$ cat config.mk
export PLATFORM = sky130hd
export DESIGN_NAME = wb_timer16
export DESIGN_NICKNAME = d
export VERILOG_FILES = /design/src/rtl/wb_timer16.sv
export SDC_FILE = /design/constraint.sdc
export NUM_CORES = 1
export LEC_CHECK = 0
export BUFFER_PORTS_ARGS = -buffer_cell sky130_fd_sc_hd__buf_2
export CORE_ASPECT_RATIO = 1.5
export CORE_MARGIN = 3
export CORE_UTILIZATION = 60
export CTS_CLUSTER_SIZE = 16
export DETAILED_ROUTE_END_ITERATION = 10
export GPL_ROUTABILITY_DRIVEN = 0
export PLACE_DENSITY = 0.81
export SLEW_MARGIN = 20
export SYNTH_ARGS = -nofsm -noshare
export SYNTH_HDL_FRONTEND = slang
export SYNTH_SLANG_ARGS = --single-unit
$ cat constraint.sdc
create_clock -name clk_i -period 2.8 [get_ports clk_i]
set_input_delay 0.42 -clock clk_i [delete_from_list [all_inputs] [get_ports clk_i]]
set_output_delay 0.42 -clock clk_i [all_outputs]
set_load 0.05 [all_outputs]
$ cat src/rtl/wb_timer16.sv
`default_nettype none
// ============================================================================
//  Module      : wb_timer16
//  Description : WISHBONE 8-bit responder implementing a 16-bit timer/counter
//                with prescaler, compare match flag and level interrupt.
//                16-bit registers are accessed through a shared TEMP byte.
//  Revision    : 1.0 - initial release
// ============================================================================
module wb_timer16 #(
  parameter logic [7:0] BASE_ADR = 8'h00
) (
  input  logic       clk_i,
  input  logic       rst_i,
  input  logic       ena_i,
  input  logic [7:0] wb_adr_i,
  input  logic [7:0] wb_dat_i,
  output logic [7:0] wb_dat_o,
  input  logic       wb_stb_i,
  input  logic       wb_we_i,
  output logic       wb_ack_o,
  output logic       irq_req_o,
  input  logic       irq_ack_i
);

  localparam logic [2:0] OFS_CTRL  = 3'd0;
  localparam logic [2:0] OFS_STAT  = 3'd1;
  localparam logic [2:0] OFS_CNT_L = 3'd2;
  localparam logic [2:0] OFS_CNT_H = 3'd3;
  localparam logic [2:0] OFS_CMP_L = 3'd4;
  localparam logic [2:0] OFS_CMP_H = 3'd5;

  // ctrl = {IE, CTC, PS[1:0], RUN}
  logic [4:0]  ctrl;
  logic        mf;
  logic [15:0] cnt;
  logic [15:0] cmp;
  logic [7:0]  temp;
  logic [7:0]  presc;
  logic [7:0]  presc_top;
  logic [7:0]  rd_data;
  logic [2:0]  ofs;
  logic        sel, access, wr, rd;
  logic        tick, cnt_wr, ctrl_wr, match_set, mf_clr;

  assign ofs       = wb_adr_i[2:0];
  assign sel       = (wb_adr_i[7:3] == BASE_ADR[7:3]);
  // ack low is part of the qualifier so a held strobe yields a 1-cycle gap
  assign access    = wb_stb_i & sel & ~wb_ack_o;
  assign wr        = access & wb_we_i;
  assign rd        = access & ~wb_we_i;
  assign cnt_wr    = wr & (ofs == OFS_CNT_L);
  assign ctrl_wr   = wr & (ofs == OFS_CTRL);
  assign tick      = ctrl[0] & ena_i & (presc == presc_top);
  // A CPU write to CNT_L overrides any tick on the same edge, match included
  assign match_set = tick & ~cnt_wr & (cnt == cmp);
  assign mf_clr    = irq_ack_i | (wr & (ofs == OFS_STAT) & wb_dat_i[0]);
  assign irq_req_o = mf & ctrl[4];

  // Prescaler terminal value for the selected division ratio
  always_comb begin
    presc_top = 8'd0;
    case (ctrl[2:1])
      2'b00:   presc_top = 8'd0;
      2'b01:   presc_top = 8'd7;
      2'b10:   presc_top = 8'd63;
      default: presc_top = 8'd255;
    endcase
  end

  // Read data mux, sampled into wb_dat_o together with ack
  always_comb begin
    rd_data = 8'h00;
    case (ofs)
      OFS_CTRL:  rd_data = {3'b000, ctrl};
      OFS_STAT:  rd_data = {7'b0, mf};
      OFS_CNT_L: rd_data = cnt[7:0];
      OFS_CNT_H: rd_data = temp;
      OFS_CMP_L: rd_data = cmp[7:0];
      OFS_CMP_H: rd_data = temp;
      default:   rd_data = 8'h00;
    endcase
  end

  // Bus handshake: single-cycle registered ack, read data valid only with ack
  always_ff @(posedge clk_i or posedge rst_i) begin
    if (rst_i) begin
      wb_ack_o <= 1'b0;
      wb_dat_o <= 8'h00;
    end else begin
      wb_ack_o <= access;
      wb_dat_o <= rd ? rd_data : 8'h00;
    end
  end

  // Control register
  always_ff @(posedge clk_i or posedge rst_i) begin
    if (rst_i)        ctrl <= 5'd0;
    else if (ctrl_wr) ctrl <= wb_dat_i[4:0];
  end

  // Prescaler: any CTRL write or counter load restarts the division period
  always_ff @(posedge clk_i or posedge rst_i) begin
    if (rst_i)                  presc <= 8'd0;
    else if (ctrl_wr || cnt_wr) presc <= 8'd0;
    else if (ctrl[0] && ena_i)  presc <= tick ? 8'd0 : presc + 8'd1;
  end

  // Counter: CPU load wins, otherwise advance or clear-on-match on tick
  always_ff @(posedge clk_i or posedge rst_i) begin
    if (rst_i)                    cnt <= 16'd0;
    else if (cnt_wr)              cnt <= {temp, wb_dat_i};
    else if (match_set && ctrl[3]) cnt <= 16'd0;
    else if (tick)                cnt <= cnt + 16'd1;
  end

  // Compare register
  always_ff @(posedge clk_i or posedge rst_i) begin
    if (rst_i)                           cmp <= 16'hFFFF;
    else if (wr && (ofs == OFS_CMP_L))   cmp <= {temp, wb_dat_i};
  end

  // TEMP byte: latched by high-byte writes and low-byte reads
  always_ff @(posedge clk_i or posedge rst_i) begin
    if (rst_i)                                          temp <= 8'h00;
    else if (wr && (ofs == OFS_CNT_H || ofs == OFS_CMP_H)) temp <= wb_dat_i;
    else if (rd && (ofs == OFS_CNT_L))                  temp <= cnt[15:8];
    else if (rd && (ofs == OFS_CMP_L))                  temp <= cmp[15:8];
  end

  // Match flag: a set on the same edge as a clear takes priority
  always_ff @(posedge clk_i or posedge rst_i) begin
    if (rst_i)          mf <= 1'b0;
    else if (match_set) mf <= 1'b1;
    else if (mf_clr)    mf <= 1'b0;
  end

endmodule
`default_nettype wire

Word level (Yosys, flattened, before mapping)
Index checks and enable logic that the tools add are counted.
- register bits after elaboration: 63
- input bits: 22
- output and inout bits: 10
- add/subtract/negate cells: 2
- equality and inequality tests: 9
- multiplexer cells: 14
- bitwise gates (word level): 17
- reduce and logical (&&, ||, !) cells: 16
- operators by type and width (kind ; number):
    2-to-1 mux 8 bit ; 7
    2-to-1 mux 16 bit ; 3
    one-hot mux 8 bit (5 select lines) ; 1
    one-hot mux 8 bit (3 select lines) ; 1
    adder 16 x 1 -> 16 bit, second input constant ; 1
    == test 16 bit ; 1
    bitwise AND 1 bit ; 13
    adder 8 x 1 -> 8 bit, second input constant ; 1
    == test 8 bit ; 1
    == test 3 x 2 -> 1 bit, second input constant ; 2
    == test 3 bit, second input constant ; 2
    logical AND 1 bit ; 6
    nonzero test 3 bit ; 2
    zero test 5 bit ; 1
    nonzero test 2 bit ; 2
    == test 3 x 1 -> 1 bit, second input constant ; 1
    zero test 3 bit ; 1
    NOT 1 bit ; 3
    == test 2 x 1 -> 1 bit, second input constant ; 1
    == test 2 bit, second input constant ; 1
    zero test 2 bit ; 1
    logical OR 1 bit ; 2
    2-to-1 mux 1 bit ; 2
    OR reduction 2 bit ; 1
    bitwise OR 1 bit ; 1

Logic depth before layout (Yosys ltp)
Gate-level depths: netlist of run 1.
- depth in word-level cells: 11
- mapped depth: 8
- gate-level depth less buffers: 6

Least setup slack after synthesis of run 1
Ideal clock, no wire load.
- path type: register to register
- start point: reg wb_ack_o
- end point: reg temp[0]
- data arrival time: 2623 ps
- required time: 2673 ps
- path slack: 51 ps
- cell stages (with the launch flop): 7
- cells stage by stage: dfrtp_1 or4b_1 or4_4 nor4_4 mux2i_1 nor2_1 a221o_2
- cells in the longest elaborated chain, start to end: 6
- elaborated cells between the ends (all ways): 10
- ends and longest elaborated chain (what ; RTL line ; RTL):
    from (decl) ; 20 ; output logic wb_ack_o,
    from (signal assigned) ; 90 ; wb_ack_o <= access;
    NOT 1 bit * ; 48 ; assign access = wb_stb_i & sel & ~wb_ack_o;
    bitwise AND 1 bit * ; 48 ;
    bitwise AND 1 bit ; 50 ; assign rd = access & ~wb_we_i;
    logical AND 1 bit ; 126 ; else if (rd && (ofs == OFS_CNT_L)) temp <= cnt[15:8];
    2-to-1 mux 8 bit ; 126 ;
    2-to-1 mux 8 bit ; 125 ; else if (wr && (ofs == OFS_CNT_H || ofs == OFS_CMP_H)) temp <= wb_dat_i;
    to (signal assigned) ; 125 ;
    to (signal assigned) ; 126 ;
    to (signal assigned) ; 127 ; else if (rd && (ofs == OFS_CMP_L)) temp <= cmp[15:8];
    to (decl) ; 37 ; logic [7:0] temp;
Every way passes the cells marked *; elsewhere a longest branch is shown, timed or not.
A chain may end at the register's enable or synchronous reset.

Final worst setup path of run 1
- start point: reg wb_ack_o
- end point: reg temp[2]
The elaborated chain is that of the path after synthesis.

==> run summary, run 1 <==
endpoint type of the worst setup path = flop
count of final hold-check violations = 0
Final Instance Count excl. Fillers = 481
detailed-route via count = 3059
number of nets still failing antenna checks after routing = 0
Net count, final = 428
number of buffers and inverters on the critical path = 1
count of endpoints failing setup in the final report = 0
count of pins over their slew limit = 0
worst relative slew slack = 0.689
RSZ-0062 raised after global routing = no
share of flip-flops with an asynchronous set or reset after synthesis = 1.00
metal2 WL = 4.58 mm
Clock Latency Late Sink = 350 ps
CP Launch Type = flop
I/O pin count = 32
floorplan core area = 5830 µm²
hold crit path type = in -> async
H-tree levels = 3
worst slack at placement = 140 ps
portion of the clock cycle consumed by the worst path in the final layout = 0.877
run status = finished clean
hold bufs inserted after CTS = 0
P_leak = 1.77 nW
minimum setup slack in the final design = 344 ps
minimum period implied by the final worst setup slack = 2460 ps
antenna violations before repair = 0
TritonCTS clock tree = yes
number of input and output port buffers inserted = 31
CTS sink cnt = 63
Gates resized, CTS repair = 0
first-pass GRT wire length = 14.7 mm
fraction of layout instances using a drive strength above 1 = 0.259
Area growth, synth to finish = 12.3%
Antenna Cells = 0
flip-flop and latch count after synthesis = 63
overall track demand over capacity in global routing = 0.270
maxcap violations = 0
Die Y = 101 µm
post-route total power = 1.97 mW
sequential fraction of the synthesis area = 0.442
cell with the biggest individual delay on the critical path = or4b_1
DPL Wire Length = 6.62 mm
slew at the pin closest to its max-slew limit = 466 ps
Avg Synthesized Cell Area = 9.65 µm²
Max stage delay on crit path = 500 ps
Final Routed Wirelength = 8.95 mm
top cell family by delay on the critical path = simple AND/OR/NAND/NOR gates
flip-flop cell with the highest count after synthesis = dfrtp_1
number of flops mapped to enable cells by yosys = 0
effective utilization at floorplan = 0.619
largest net degree at the start of global routing = 34
horizontal die dimension = 69.3 µm
data arrival time of the worst path = 2690 ps
via count of the first global-routing pass = 3002
Distinct cells, synth = 54
maximum clock insertion buffer count = 2
cell total after placement = 465
number of buffers inserted during clock tree synthesis = 9
synthesized net count = 398
Max Fclk = 407 MHz
DRC violation count after routing = 0
maximum clock skew at final layout = 10.7 ps
Data required, critical path = 3030 ps
crit path max fanout = 8
PD cells = 486 nW/µm²
Routed met1 length = 3.56 mm
tightest hold margin = 71.4 ps
Die Footprint = 7000 µm²
Fin Setup TNS = 0 ps
Synth Instances = 374
number of core rows = 34
number of violations reported at the end of detailed-routing iteration 0 = 290
number of warning messages in the yosys log = 0
clk slew on worst S/H paths = 70 ps
classification of the worst setup path = reg -> reg
clock root buffer = clkbuf_8
synthesized cell area = 3610 µm²
length of routed met3 wiring = 492 µm
ratio of routed vias to standard cells = 6.36
IR Drop Worst-Case VDD = 0.290 mV
overall overflow remaining after global route = 0
Post-CTS Setup Bufs = 0
cell-by-cell listing of the critical path = or4b_1 > or4_4 > nor4_4 > buf_12 > mux2i_1 > nor2_1 > a221o_2
topmost layer with routed signal wires = met4
routed len/inst = 18.6 µm
length of the first detailed-routing pass in iterations = 5
[placed cells by master, fill, tap and decap left out, types with 4 or more instances in the layout]
cell       n
nor2_1    53
dfrtp_1   47
buf_2     31
nand2_1   29
a31oi_1   19
xnor2_1   17
mux2i_1   16
dfstp_2   16
mux2_2    15
nand3_1   14
o21ai_0   14
nand4_1   12
a21oi_1   12
clkbuf_8  11
buf_4      9
a221o_2    8
and2_1     7
mux2_1     6
nor3_1     6
xor2_1     6
nand3b_1   4
a22oi_1    4
[kinds of logic after synthesis]
logic type                 after synthesis  share of synthesized area
and+or+nand+nor                        151                      0.217
adders and majority gates                2                    0.00693
muxes                                   37                      0.110
DFF                                     63                      0.442
buffers and inverters                   27                     0.0347
xor gates and xnor gates                23                     0.0558
AOI/OAI and AO/OA                       71                      0.134
[state kept, by name, summed over array words and instances (netlist names)]
register and flops:
cmp 16, wb_dat_o 8, mf 1, temp 8, wb_ack_o 1, presc 8
ctrl 5, cnt 16
[final timing paths]
| check | from | to | slack [ps] | cells past startpoint |
|---|---|---|---|---|
| worst min-delay path | rst_i | presc[6] | 70 | 2 |
| worst max register to register | wb_ack_o | temp[2] | 340 | 7 |
| worst min register to register | ctrl[4] | ctrl[4] | 540 | 1 |
| max in group asynchronous | rst_i | cmp[10] | 1990 | 3 |
| worst max-delay path | wb_ack_o | temp[2] | 340 | 7 |
| min in group clk_i | wb_dat_i[5] | temp[5] | 350 | 2 |
[area by class of cell]
class,instances,area [µm²]
inverters,4,15.0
well taps,72,90.1
fillers,417,1770
multi-input cells,284,1890
clock buffers,13,159
clock inverters,3,42.5
flip-flops and latches,63,1600
repair buffers,42,263
[metrics by stage]
stage	area [µm²]	utilization
after floorplan	3610	-
after global placement	3850	0.661
after detailed placement	3850	0.661
after CTS	4050	0.696
after global routing	4050	0.696
final	4050	0.696
[worst reg2reg max path, cell delays in order (launching register included)]
cell,delay [ps]
dfrtp_1,370
or4b_1,500
or4_4,480
nor4_4,290
buf_12,180
mux2i_1,200
nor2_1,50
a221o_2,280
[metal layers]
layer	up-vias	GRT usage
met5	-	0
met4	0	0.144
met3	28	0.0569
met2	124	0.460
met1	1490	0.320
li1	1417	-
[power breakdown]
group / internal, mW / leakage, nW / switching, mW
registers: 0.944 / 0.785 / 0.0520
logic: 0.0734 / 0.884 / 0.0956
clock network: 0.459 / 0.0996 / 0.345
[cells in the mapped netlist (2+ instances only)]
cell | count | area share
and3_1 | 2 | 0.0035
o21a_1 | 2 | 0.0042
a21oi_1 | 12 | 0.017
ha_1 | 2 | 0.0069
dfstp_2 | 16 | 0.12
nand2_1 | 29 | 0.030
a31oi_1 | 19 | 0.033
nor2b_1 | 2 | 0.0035
o211ai_1 | 2 | 0.0042
buf_4 | 4 | 0.0083
mux2i_1 | 16 | 0.044
nor3_1 | 6 | 0.0083
xor2_1 | 6 | 0.015
nand3_1 | 14 | 0.019
a221o_2 | 8 | 0.025
a21boi_0 | 3 | 0.0062
mux2_2 | 15 | 0.047
nand3b_1 | 4 | 0.0083
xnor2_1 | 17 | 0.041
nand4_1 | 12 | 0.021
mux2_1 | 6 | 0.019
nor2_1 | 53 | 0.055
and2_1 | 7 | 0.012
nand2b_1 | 2 | 0.0035
clkbuf_1 | 15 | 0.016
o21ai_0 | 14 | 0.019
nand4b_1 | 2 | 0.0049
buf_1 | 2 | 0.0021
and4_1 | 3 | 0.0073
inv_1 | 4 | 0.0042
or3_1 | 2 | 0.0035
a22oi_1 | 4 | 0.0083
dfrtp_1 | 47 | 0.33
nor4_1 | 2 | 0.0035
Note: power is estimated with default switching activity, not from simulation.
==> run 2, diff against run 1 <==
--- a/config.mk
+++ b/config.mk
@@ -8,11 +8,12 @@
 export BUFFER_PORTS_ARGS = -buffer_cell sky130_fd_sc_hd__buf_2
 export CORE_ASPECT_RATIO = 1.5
 export CORE_MARGIN = 3
-export CORE_UTILIZATION = 60
+export CORE_UTILIZATION = 62
+export CTS_BUF_LIST = sky130_fd_sc_hd__clkbuf_8
 export CTS_CLUSTER_SIZE = 16
 export DETAILED_ROUTE_END_ITERATION = 10
 export GPL_ROUTABILITY_DRIVEN = 0
-export PLACE_DENSITY = 0.81
+export PLACE_DENSITY = 0.84
 export SLEW_MARGIN = 20
 export SYNTH_ARGS = -nofsm -noshare
 export SYNTH_HDL_FRONTEND = slang
==> run 2 against run 1 <==
Die area down 3.0%. Design area is 1.1% lower. Core utilization increased by 2.9 points. Cell count is 1.0% lower. Wire length fell by 1.8%. Worst hold slack better by 220 ps. Clock power shrank 7.3%. Total power decreased by 3.0%. Combinational power about the same. First-iteration DRC count up 25%. Sequential cell count unchanged. Sequential share of layout area rose by 0.44 points. Critical path type unchanged. Critical endpoint is now cnt[6]. Largest power group unchanged. Highest routed layer unchanged.
==> run summary, run 2 (same netlist as run 1, synthesis figures left out) <==
number of nets still failing antenna checks after routing = 0 (unchanged)
core occupancy in the finished layout = 0.725 (+0.0290)
TritonCTS clock tree = yes
Clock Latency Late Sink = 350 ps (about the same)
post-route total power = 1.91 mW (-3.0%)
clock root buffer = clkbuf_8
DRC violation count after routing = 0 (unchanged)
Net count, final = 425 (-0.70%)
top cell family by delay on the critical path = compound AO/OA/AOI/OAI gates
cell-by-cell listing of the critical path = or4_1 > a21oi_1 > nand3_1 > a21oi_1 > nand4b_1 > a31oi_1
worst relative slew slack = 0.480 (-0.209)
PD cells = 476 nW/µm² (-1.9%)
CP Launch Type = flop
IR Drop Worst-Case VDD = 0.318 mV (+9.8%)
overall track demand over capacity in global routing = 0.284 (+0.0137)
largest net degree at the start of global routing = 64 (+88%)
length of the first detailed-routing pass in iterations = 5 (unchanged)
Final Routed Wirelength = 8.79 mm (-1.8%)
count of endpoints failing setup in the final report = 0 (unchanged)
Die Y = 99.5 µm (-1.5%)
placed instance area = 3830 µm² (-0.65%)
most common cell after layout, fill and taps aside = nor2_1
slew at the pin closest to its max-slew limit = 780 ps (+314 ps)
minimum period implied by the final worst setup slack = 2570 ps (+113 ps)
number of input and output port buffers inserted = 31 (unchanged)
top library cells by usage in the layout, fill and taps aside = nor2_1, dfrtp_1, buf_2, nand2_1, a31oi_1
fill cell instance count of the final layout = 389 (-6.7%)
P_leak = 1.76 nW (-0.58%)
number of buffers and inverters on the critical path = 0 (-1)
Fin Setup TNS = 0 ps (unchanged)
crit path max fanout = 9 (+1)
routed len/inst = 18.5 µm (-0.79%)
CTS sink cnt = 63 (unchanged)
final std cell area, no fill = 4010 µm² (-1.1%)
count of final hold-check violations = 0 (unchanged)
antenna violations before repair = 0 (unchanged)
Gates resized, CTS repair = 0 (unchanged)
run status = finished clean
maximum clock skew at final layout = 10.1 ps (-0.537 ps)
Antenna Cells = 0 (unchanged)
detailed-route via count = 3029 (-0.98%)
Die Footprint = 6790 µm² (-3.0%)
number of violations reported at the end of detailed-routing iteration 0 = 363 (+25%)
Max stage delay on crit path = 680 ps (+180 ps)
Area growth, synth to finish = 11.1%
fraction of layout instances using a drive strength above 1 = 0.254 (-0.00547)
endpoint type of the worst setup path = flop
portion of the clock cycle consumed by the worst path in the final layout = 0.918 (+0.0403)
maxcap violations = 0 (unchanged)
first-pass GRT wire length = 14.4 mm (-1.9%)
cell with the biggest individual delay on the critical path = a21oi_1
I/O pin count = 32 (unchanged)
overall overflow remaining after global route = 0 (unchanged)
via count of the first global-routing pass = 2955 (-1.6%)
most used cell, CP = a21oi_1
number of core rows = 33 (-2.9%)
Final Instance Count excl. Fillers = 476 (-1.0%)
horizontal die dimension = 68.3 µm (-1.5%)
floorplan core area = 5530 µm² (-5.1%)
RSZ-0062 raised after global routing = no
Data required, critical path = 3070 ps (+40 ps)
classification of the worst setup path = reg -> reg
cell total after placement = 460 (-1.1%)
Max Fclk = 389 MHz (-4.4%)
number of buffers inserted during clock tree synthesis = 9 (unchanged)
DPL Wire Length = 6.20 mm (-6.4%)
clk slew on worst S/H paths = 70 ps (about the same)
ratio of routed vias to standard cells = 6.36 (about the same)
biggest regs = cmp x16, cnt x16
count of pins over their slew limit = 0 (unchanged)
effective utilization at floorplan = 0.652 (+0.0331)
data arrival time of the worst path = 2830 ps (+140 ps)
Post-CTS Setup Bufs = 0 (unchanged)
H-tree levels = 3 (unchanged)
maximum clock insertion buffer count = 2 (unchanged)
hold bufs inserted after CTS = 0 (unchanged)
hold crit path type = in -> async
-- run 2: metrics by stage --
| stage | setup WS [ps] | hold WS, ps |
|---|---|---|
| 3_5_place_dp | 95.6 | 539 |
| 5_1_grt | 121 | 354 |
| 6_report | 231 | 291 |
| 2_1_floorplan | 50.6 | 494 |
| 4_1_cts | 252 | 313 |
| 3_3_place_gp | 197 | 522 |
-- run 2: path summary, 6_finish.rpt --
path	start	to	slack, ps	cells past startpoint
min in group clk_i	wb_dat_i[5]	temp[5]	350	2
hold / removal	rst_i	ctrl[2]	290	3
setup reg to reg	presc[4]	cnt[6]	230	6
setup / recovery	presc[4]	cnt[6]	230	6
max in group asynchronous	rst_i	cnt[7]	2000	3
hold reg to reg	ctrl[4]	ctrl[4]	570	1
-- run 2: metal layers --
layer	part of all wire	GRT usage
met3	0.063	0.0542
met1	0.39	0.362
met2	0.51	0.455
met4	0.035	0.132
met5	0	0
-- run 2: where the power goes --
part	internal, mW	switching (mW)
Combinational	0.0721	0.0968
Sequential	0.943	0.0512
Clock	0.398	0.347
-- run 2: worst min-delay path, delay by kind of cell --
| family | cells | cell delay (ps) |
|---|---|---|
| buffers and inverters | 3 | 730 |
-- run 2: area by class of cell --
class | instances | area (µm²) | area share
inverter | 4 | 15.0 | 0.00375
tap | 70 | 87.6 | 0.0218
multi-input combinational | 284 | 1890 | 0.471
clock buffer | 9 | 124 | 0.0309
clock inverter | 7 | 57.6 | 0.0144
timing repair buffer | 39 | 240 | 0.0599
sequential | 63 | 1600 | 0.398
